`src/rtl/bcd_display_scanner.sv`:
```
// bcd_display_scanner: frame-coherent 4-digit multiplexed common-anode 7-segment driver for packed BCD.
// Ports: clk, clr (async, active-high), load/bcd_in (capture into pending), lzb (leading-zero blanking),
//        seg (active-low gfedcba), an (active-low anodes), digit_sel (slot index), frame_done (1-cycle pulse).
//        Macro BCD_DISP_OVF_BLINK_EN adds input ovf, which blanks alternate frames for eight frames.
module bcd_display_scanner #(
  parameter int PRESCALE = 1024,
  parameter int BLANK    = 4
) (
  input  logic        clk,
  input  logic        clr,
  input  logic        load,
  input  logic [15:0] bcd_in,
  input  logic        lzb,
`ifdef BCD_DISP_OVF_BLINK_EN
  input  logic        ovf,
`endif
  output logic [6:0]  seg,
  output logic [3:0]  an,
  output logic [1:0]  digit_sel,
  output logic        frame_done
);
  localparam int PW = $clog2(PRESCALE);
  localparam logic [PW-1:0] LAST = PW'(PRESCALE - 1);
  localparam logic [PW-1:0] BL   = PW'(BLANK);
  logic [PW-1:0] psc_q, psc_d;
  logic [1:0]    idx_q, idx_d;
  logic [15:0]   pend_q, pend_d, disp_q, disp_d;
  logic          pv_q, pv_d;
  logic          wrap, bnd, lz_blank, hide;
  logic [3:0]    nib, an_d;
  logic [6:0]    seg_d;
  function automatic logic [6:0] dec(input logic [3:0] d);
    case (d)
      4'd0:    dec = 7'b1000000;
      4'd1:    dec = 7'b1111001;
      4'd2:    dec = 7'b0100100;
      4'd3:    dec = 7'b0110000;
      4'd4:    dec = 7'b0011001;
      4'd5:    dec = 7'b0010010;
      4'd6:    dec = 7'b0000010;
      4'd7:    dec = 7'b1111000;
      4'd8:    dec = 7'b0000000;
      4'd9:    dec = 7'b0010000;
      default: dec = 7'b0111111;
    endcase
  endfunction
`ifdef BCD_DISP_OVF_BLINK_EN
  logic [3:0] blk_q, blk_d;
  // Odd counts blank the whole frame; ovf (re)starts an eight-frame blink sequence.
  always_comb begin
    blk_d = ovf ? 4'd8 : (bnd && blk_q != 4'd0) ? blk_q - 4'd1 : blk_q;
    hide  = blk_q[0];
  end
  always_ff @(posedge clk or posedge clr)
    if (clr) blk_q <= 4'd0;
    else     blk_q <= blk_d;
`else
  assign hide = 1'b0;
`endif
  always_comb begin
    wrap     = psc_q == LAST;
    bnd      = wrap && idx_q == 2'd3;
    psc_d    = wrap ? '0 : psc_q + 1'b1;
    idx_d    = wrap ? idx_q + 2'd1 : idx_q;
    disp_d   = (bnd && pv_q) ? pend_q : disp_q;
    pend_d   = load ? bcd_in : pend_q;
    pv_d     = load | (pv_q & ~bnd);
    nib      = disp_q[{idx_q, 2'b00} +: 4];
    // Digit i blanks when it and all higher digits are zero; digit 0 always shows.
    lz_blank = lzb && idx_q != 2'd0 && (disp_q >> {idx_q, 2'b00}) == 16'h0;
    an_d     = (psc_q < BL || lz_blank || hide) ? 4'hF : ~(4'b0001 << idx_q);
    seg_d    = dec(nib);
  end
  always_ff @(posedge clk or posedge clr)
    if (clr) begin
      psc_q      <= '0;
      idx_q      <= 2'd0;
      pend_q     <= 16'h0;
      disp_q     <= 16'h0;
      pv_q       <= 1'b0;
      seg        <= 7'h7F;
      an         <= 4'hF;
      digit_sel  <= 2'd0;
      frame_done <= 1'b0;
    end else begin
      psc_q      <= psc_d;
      idx_q      <= idx_d;
      pend_q     <= pend_d;
      disp_q     <= disp_d;
      pv_q       <= pv_d;
      seg        <= seg_d;
      an         <= an_d;
      digit_sel  <= idx_q;
      frame_done <= bnd;
    end
endmodule

```
`config.mk`:
```
export PLATFORM = sky130hd
export DESIGN_NAME = bcd_display_scanner
export DESIGN_NICKNAME = d
export VERILOG_FILES = /design/src/rtl/bcd_display_scanner.sv
export SDC_FILE = /design/constraint.sdc
export NUM_CORES = 1
export LEC_CHECK = 0
export ABC_AREA = 1
export CORE_AREA = 2 2 86 88
export DETAILED_ROUTE_END_ITERATION = 8
export DIE_AREA = 0 0 88 90
export GPL_ROUTABILITY_DRIVEN = 0
export PLACE_DENSITY_LB_ADDON = 0.1
export SLEW_MARGIN = 20
export SYNTH_ARGS = -nofsm -noshare
export SYNTH_HDL_FRONTEND = slang
export SYNTH_SLANG_ARGS = --single-unit
```
`constraint.sdc`:
```
create_clock -name clk -period 2 [get_ports clk]
set_input_delay 0.4 -clock clk [delete_from_list [all_inputs] [get_ports clk]]
set_output_delay 0.4 -clock clk [all_outputs]
set_load 0.05 [all_outputs]
```
* Yosys cells after proc, flatten, opt, wreduce, memory -nomap -nowiden
Memories as Yosys holds them, arrays and structs flattened. A register that Yosys moved wholly into a read port is not among the register bits.
Index checks and enable logic that the tools add are counted.
** Storage, ports and cells
- Input bits :: 20
- Register bits after elaboration :: 52
- Word-level logic and storage cells :: 30
- Bits in latches :: 0
- Output and inout bits :: 14
- RAM bits :: 0
- Memories kept :: 1
- Memory bits (read-only) :: 112
** Operators by class
- Shift-type cells :: 3
- Eq/ne operators :: 2
- Multiplexer cells :: 2
- Div/mod/pow operators :: 0
- Order comparisons :: 1
- Bitwise logic cells :: 4
- $mul :: 0
- Add/sub/neg operators :: 2
- Reductions and logical operators :: 7
** Memory list
- (no name shown) :: words 16, bits a word 7, rd ports 1, clocked after memory_dff 1, wr ports 0, RTL line 33 : case (d)
** Operators with widths (number)
- 16-bit zero test :: 1
- 16-bit by 5-bit variable part select with 4-bit output :: 1
- 16-bit by 4-bit right shift with 16-bit output :: 1
- 10-bit by 1-bit adder with 10-bit output (second input constant) :: 1
- 10-bit == test (second input constant) :: 1
- 10-bit by 3-bit less-than comparator with 1-bit output (second input constant) :: 1
- 10-bit 2-to-1 mux :: 1
- 1-bit logical AND :: 4
- 4-bit 2-to-1 mux :: 1
- 4-bit NOT :: 1
- 1-bit by 2-bit left shift with 4-bit output (first input constant) :: 1
- 2-bit by 1-bit adder with 2-bit output (second input constant) :: 1
- 2-bit == test (second input constant) :: 1
- 2-bit nonzero test :: 1
- 1-bit bitwise AND :: 1
- 1-bit logical OR :: 1
- 1-bit NOT :: 1
- 1-bit bitwise OR :: 1

* Logic depth before layout (Yosys ltp)
- Depth in word-level cells :: 5
- Mapped depth :: 11
- Mapped depth without buffers :: 11

* Worst setup path before layout
OpenSTA, ideal clock, no wires.
- Path type :: register to register
- Start point :: register psc_q[0]
- End point :: register disp_q[12]
- Setup time :: 116 ps
- Path slack :: 449 ps
- Cell stages (with the launch flop) :: 10
- Buffers on the path :: 1
- Arrival time :: 1435 ps
- Cell sequence :: dfrtp_1 > ha_1 > nand2_2 > nor2_2 > nand3b_4 > nor2_4 > nand2_2 > buf_6 > nand2_1 > nand2_1
** Between the ends
- Cells in the longest elaborated chain, start to end :: 3
** Ends and longest elaborated chain
- from (decl) :: RTL line 25 : logic [PW-1:0] psc_q, psc_d;
- from (signal assigned) :: RTL line 86 : psc_q <= psc_d;
- 10-bit == test :: RTL line 61 : wrap = psc_q == LAST;
- 1-bit logical AND :: RTL line 62 : bnd = wrap && idx_q == 2'd3;
- net bnd :: RTL line 29 : logic wrap, bnd, lz_blank, hide;
- 1-bit logical AND :: RTL line 65 : disp_d = (bnd && pv_q) ? pend_q : disp_q;
- to (signal assigned) :: RTL line 89 : disp_q <= disp_d;
- to (decl) :: RTL line 27 : logic [15:0] pend_q, pend_d, disp_q, disp_d;
The timed path passes the listed nets, and every way through them passes these cells.
A chain may end at the register's enable or synchronous reset.

* Worst setup path in the final report
- Start point :: register frame_done
- End point :: output frame_done
** RTL lines
- from (decl) :: RTL line 20 : output logic frame_done
- from (signal assigned) :: RTL line 94 : frame_done <= bnd;
No word-level cell between the ends.

==> impl_metrics.json <==
{
  "run_status": "finished, final reports clean",
  "synth_edf_count": 0,
  "dp_cells": 448,
  "drtIter0Drc": 62,
  "crit_family": "buffers and inverters",
  "overflow": 0,
  "crit_fanout": 1,
  "crit_required_ns": 1.60,
  "max_freq_mhz": 531,
  "clock_latency_ns": 0.33,
  "nNetsFinal": 390,
  "coreArea_sq_mm": 0.00702,
  "pwr-share-comb_pct": 4.3,
  "synth-xor-area-share_pct": 1.30,
  "htree_levels": 3,
  "crit_buf_inv": 1,
  "slew_viol_final": 0,
  "cts_tree": "yes",
  "grt_start_max_net_pins": 49,
  "drive_above_1_share_pct": 14.8,
  "clk_pin_slew_worst_paths_ns": 0.07,
  "synth_warnings": 0,
  "tns_ns": 0,
  "dpl_worst_slack_ns": 0.299,
  "yosys-top-cells-count": "nand2_1 (156), dfrtp_1 (48), nand3_1 (21)",
  "synth-simple-area-share_pct": 33.1,
  "cap_violations": 0,
  "via_per_inst": 4.53,
  "internal_power_mw": 1.87,
  "seq_power_share_pct": 51.5,
  "critPathLaunch": "frame_done$_DFF_PP0_",
  "p_per_area_mw_per_mm2": 723,
  "synthTopCellsByArea": "dfrtp_1 (45%), nand2_1 (22%), dfstp_2 (11%)",
  "min_period_ns": 1.88,
  "worst_setup_path_start_kind": "flip-flop",
  "syn_to_final_growth_pct": 23.4,
  "synth_compound_area_share_pct": 1.39,
  "start_util_pct": 38.4,
  "skew_ns": 0.00788,
  "min_path_type": "primary input to asynchronous set/reset pin",
  "portBuffers": 33,
  "grt_pass1_wl_um": 8970,
  "io_pins": 34,
  "reg2reg_from": "psc_q[0]$_DFF_PP0_",
  "holdBufCountCts": 0,
  "wl_per_cell_um": 10.9,
  "yosys_most_used_dff": "dfrtp_1",
  "die_h_um": 90,
  "grt_usage_pct": 14.4,
  "peakVddDrop_v": 0.000316,
  "cts_buffer_depth": 2,
  "synth_mux_area_share_pct": 0,
  "grtUsageMet3_pct": 3.31,
  "rows": 31,
  "top_usage_layer": "met2",
  "clock_sinks": 59,
  "use_met2_pct": 22.1,
  "fin_crit_sh_pct": 94.1,
  "crit_type": "flip-flop to output port",
  "wl_um": 5050,
  "yosysTopAreaCellShare_pct": 44.6,
  "antenna_found_initial": 0,
  "synth_fp_nets": 347,
  "endpoint_kind": "output port",
  "post_cts_resized": 0,
  "slowest_delay_ns": 0.80,
  "post_synth_num_cell_types": 28,
  "total_power_mw": 2.40,
  "path_cells": "clkdlybuf4s50_1",
  "hpwl_um": 3580,
  "cts_made_buffers": 9,
  "grt_pass1_vias": 2019,
  "maxSlewHeadroom_pct": 67.2,
  "tightest_slew_ns": 0.491,
  "synth_most_common_cell": "nand2_1",
  "syn_area_per_cell_sq_um": 8.49,
  "synthCells": 317,
  "p_clk_share_pct": 44.2,
  "power_leakage_nw": 1.76,
  "drc_errors": 0,
  "antenna_cells": 0,
  "syn_area_sq_mm": 0.00269,
  "ys_async_sr_fraction_pct": 100,
  "ys_seq_area_share_pct": 55.3,
  "use_met1_pct": 18.6,
  "swShare_pct": 22.2,
  "yosys.area.top_type": "dfrtp_1",
  "setup-violations-final": 0,
  "synth_top_family_by_area": "simple AND/OR/NAND/NOR gates",
  "clockRootBuffer": "clkbuf_8",
  "synth_fa_ha_area_share_pct": 4.65,
  "die_area_sq_mm": 0.00792,
  "rsz0062_at_grt": "no",
  "hold_viol": 0,
  "ys_ff_latch": 59,
  "post_cts_buffers": 0,
  "switching_power_mw": 0.533,
  "stdcell_count": 464,
  "vias": 2103,
  "ant_nets": 0,
  "crit_slowest_cell": "clkdlybuf4s50_1",
  "fin_ws_ns": 0.118,
  "cp.arrival_ns": 1.48,
  "fp.dieW_um": 88,
  "dr.pass1.iters": 4
}
-- area by class of cell --
| class | instances | area (sq um) |
|---|---|---|
| multi-input combinational | 232 | 1090 |
| tap | 99 | 124 |
| sequential | 59 | 1490 |
| timing repair buffer | 38 | 353 |
| clock buffer | 10 | 138 |
| fill | 728 | 3700 |
| clock inverter | 6 | 55.1 |
| inverter | 20 | 75.1 |
-- registers in the layout, indices dropped and copies added, names as in the netlist --
name and flops:
disp_q 16, pend_q 16, psc_q 10, seg 7, an 4, digit_sel 2
idx_q 2, frame_done 1, pv_q 1
-- stage by stage --
stage          area [sq um]  hold slack (ns)  utilization (%)
2_1_floorplan          2690            0.442                -
3_3_place_gp           3130            0.453             44.6
3_5_place_dp           3130            0.451             44.6
4_1_cts                3320            0.323             47.3
5_1_grt                3320            0.338             47.3
6_report               3320            0.319             47.3
-- power groups by stage --
| stage | Combinational [mW] | Sequential (mW) | Clock [mW] |
|---|---|---|---|
| 5_1_grt | 0.119 | 1.24 | 1.16 |
| 3_3_place_gp | 0.105 | 1.26 | 0 |
| 2_1_floorplan | 0.0506 | 1.26 | 0 |
| 3_5_place_dp | 0.107 | 1.26 | 0 |
| 6_report | 0.103 | 1.24 | 1.06 |
| 4_1_cts | 0.107 | 1.24 | 1.09 |
-- placed cells by master, fill, tap and decap left out --
cell / n
a21oi_1: 1
and2_1: 1
and3_2: 1
buf_12: 1
buf_4: 15
bufinv_16: 1
clkbuf_8: 10
clkdlybuf4s50_1: 22
clkinv_1: 2
clkinv_2: 5
dfrtp_1: 48
dfstp_2: 11
ha_1: 10
inv_1: 16
inv_2: 2
nand2_1: 156
nand2_2: 2
nand3_1: 21
nand3b_1: 2
nand3b_4: 1
nand4_1: 1
nor2_1: 17
nor2_2: 2
nor2_4: 1
nor3_1: 2
nor3_4: 1
nor4_1: 2
o21a_1: 1
o21ai_0: 5
or2_2: 1
xor2_1: 4
-- final timing paths --
check                           slack, ns                     end  cells after the start
worst min register to register       0.46  disp_q[15]$_DFFE_PP0P_                      2
worst min-delay path                 0.32      psc_q[8]$_DFF_PP0_                      2
min in group clk                     0.46  disp_q[15]$_DFFE_PP0P_                      2
worst max-delay path                 0.12              frame_done                      1
worst max register to register       0.30   disp_q[9]$_DFFE_PP0P_                      8
max in group asynchronous            1.09         an[0]$_DFF_PP1_                      3
-- logic make-up (layout without fill, tap and decap cells) --
family                     Yosys count  count (layout)
and+or+nand+nor                    211             211
xor gates and xnor gates             4               4
buffers and inverters               26              74
adders and majority gates           10              10
DFF                                 59              59
AOI/OAI and AO/OA                    7               7
-- routing by layer --
layer | share of wire (%) | vias up
li1 | - | 1070
met1 | 48 | 977
met2 | 46 | 42
met3 | 3.5 | 14
met4 | 2.9 | 0
met5 | 0 | -
(Power assumes the default switching activity.)
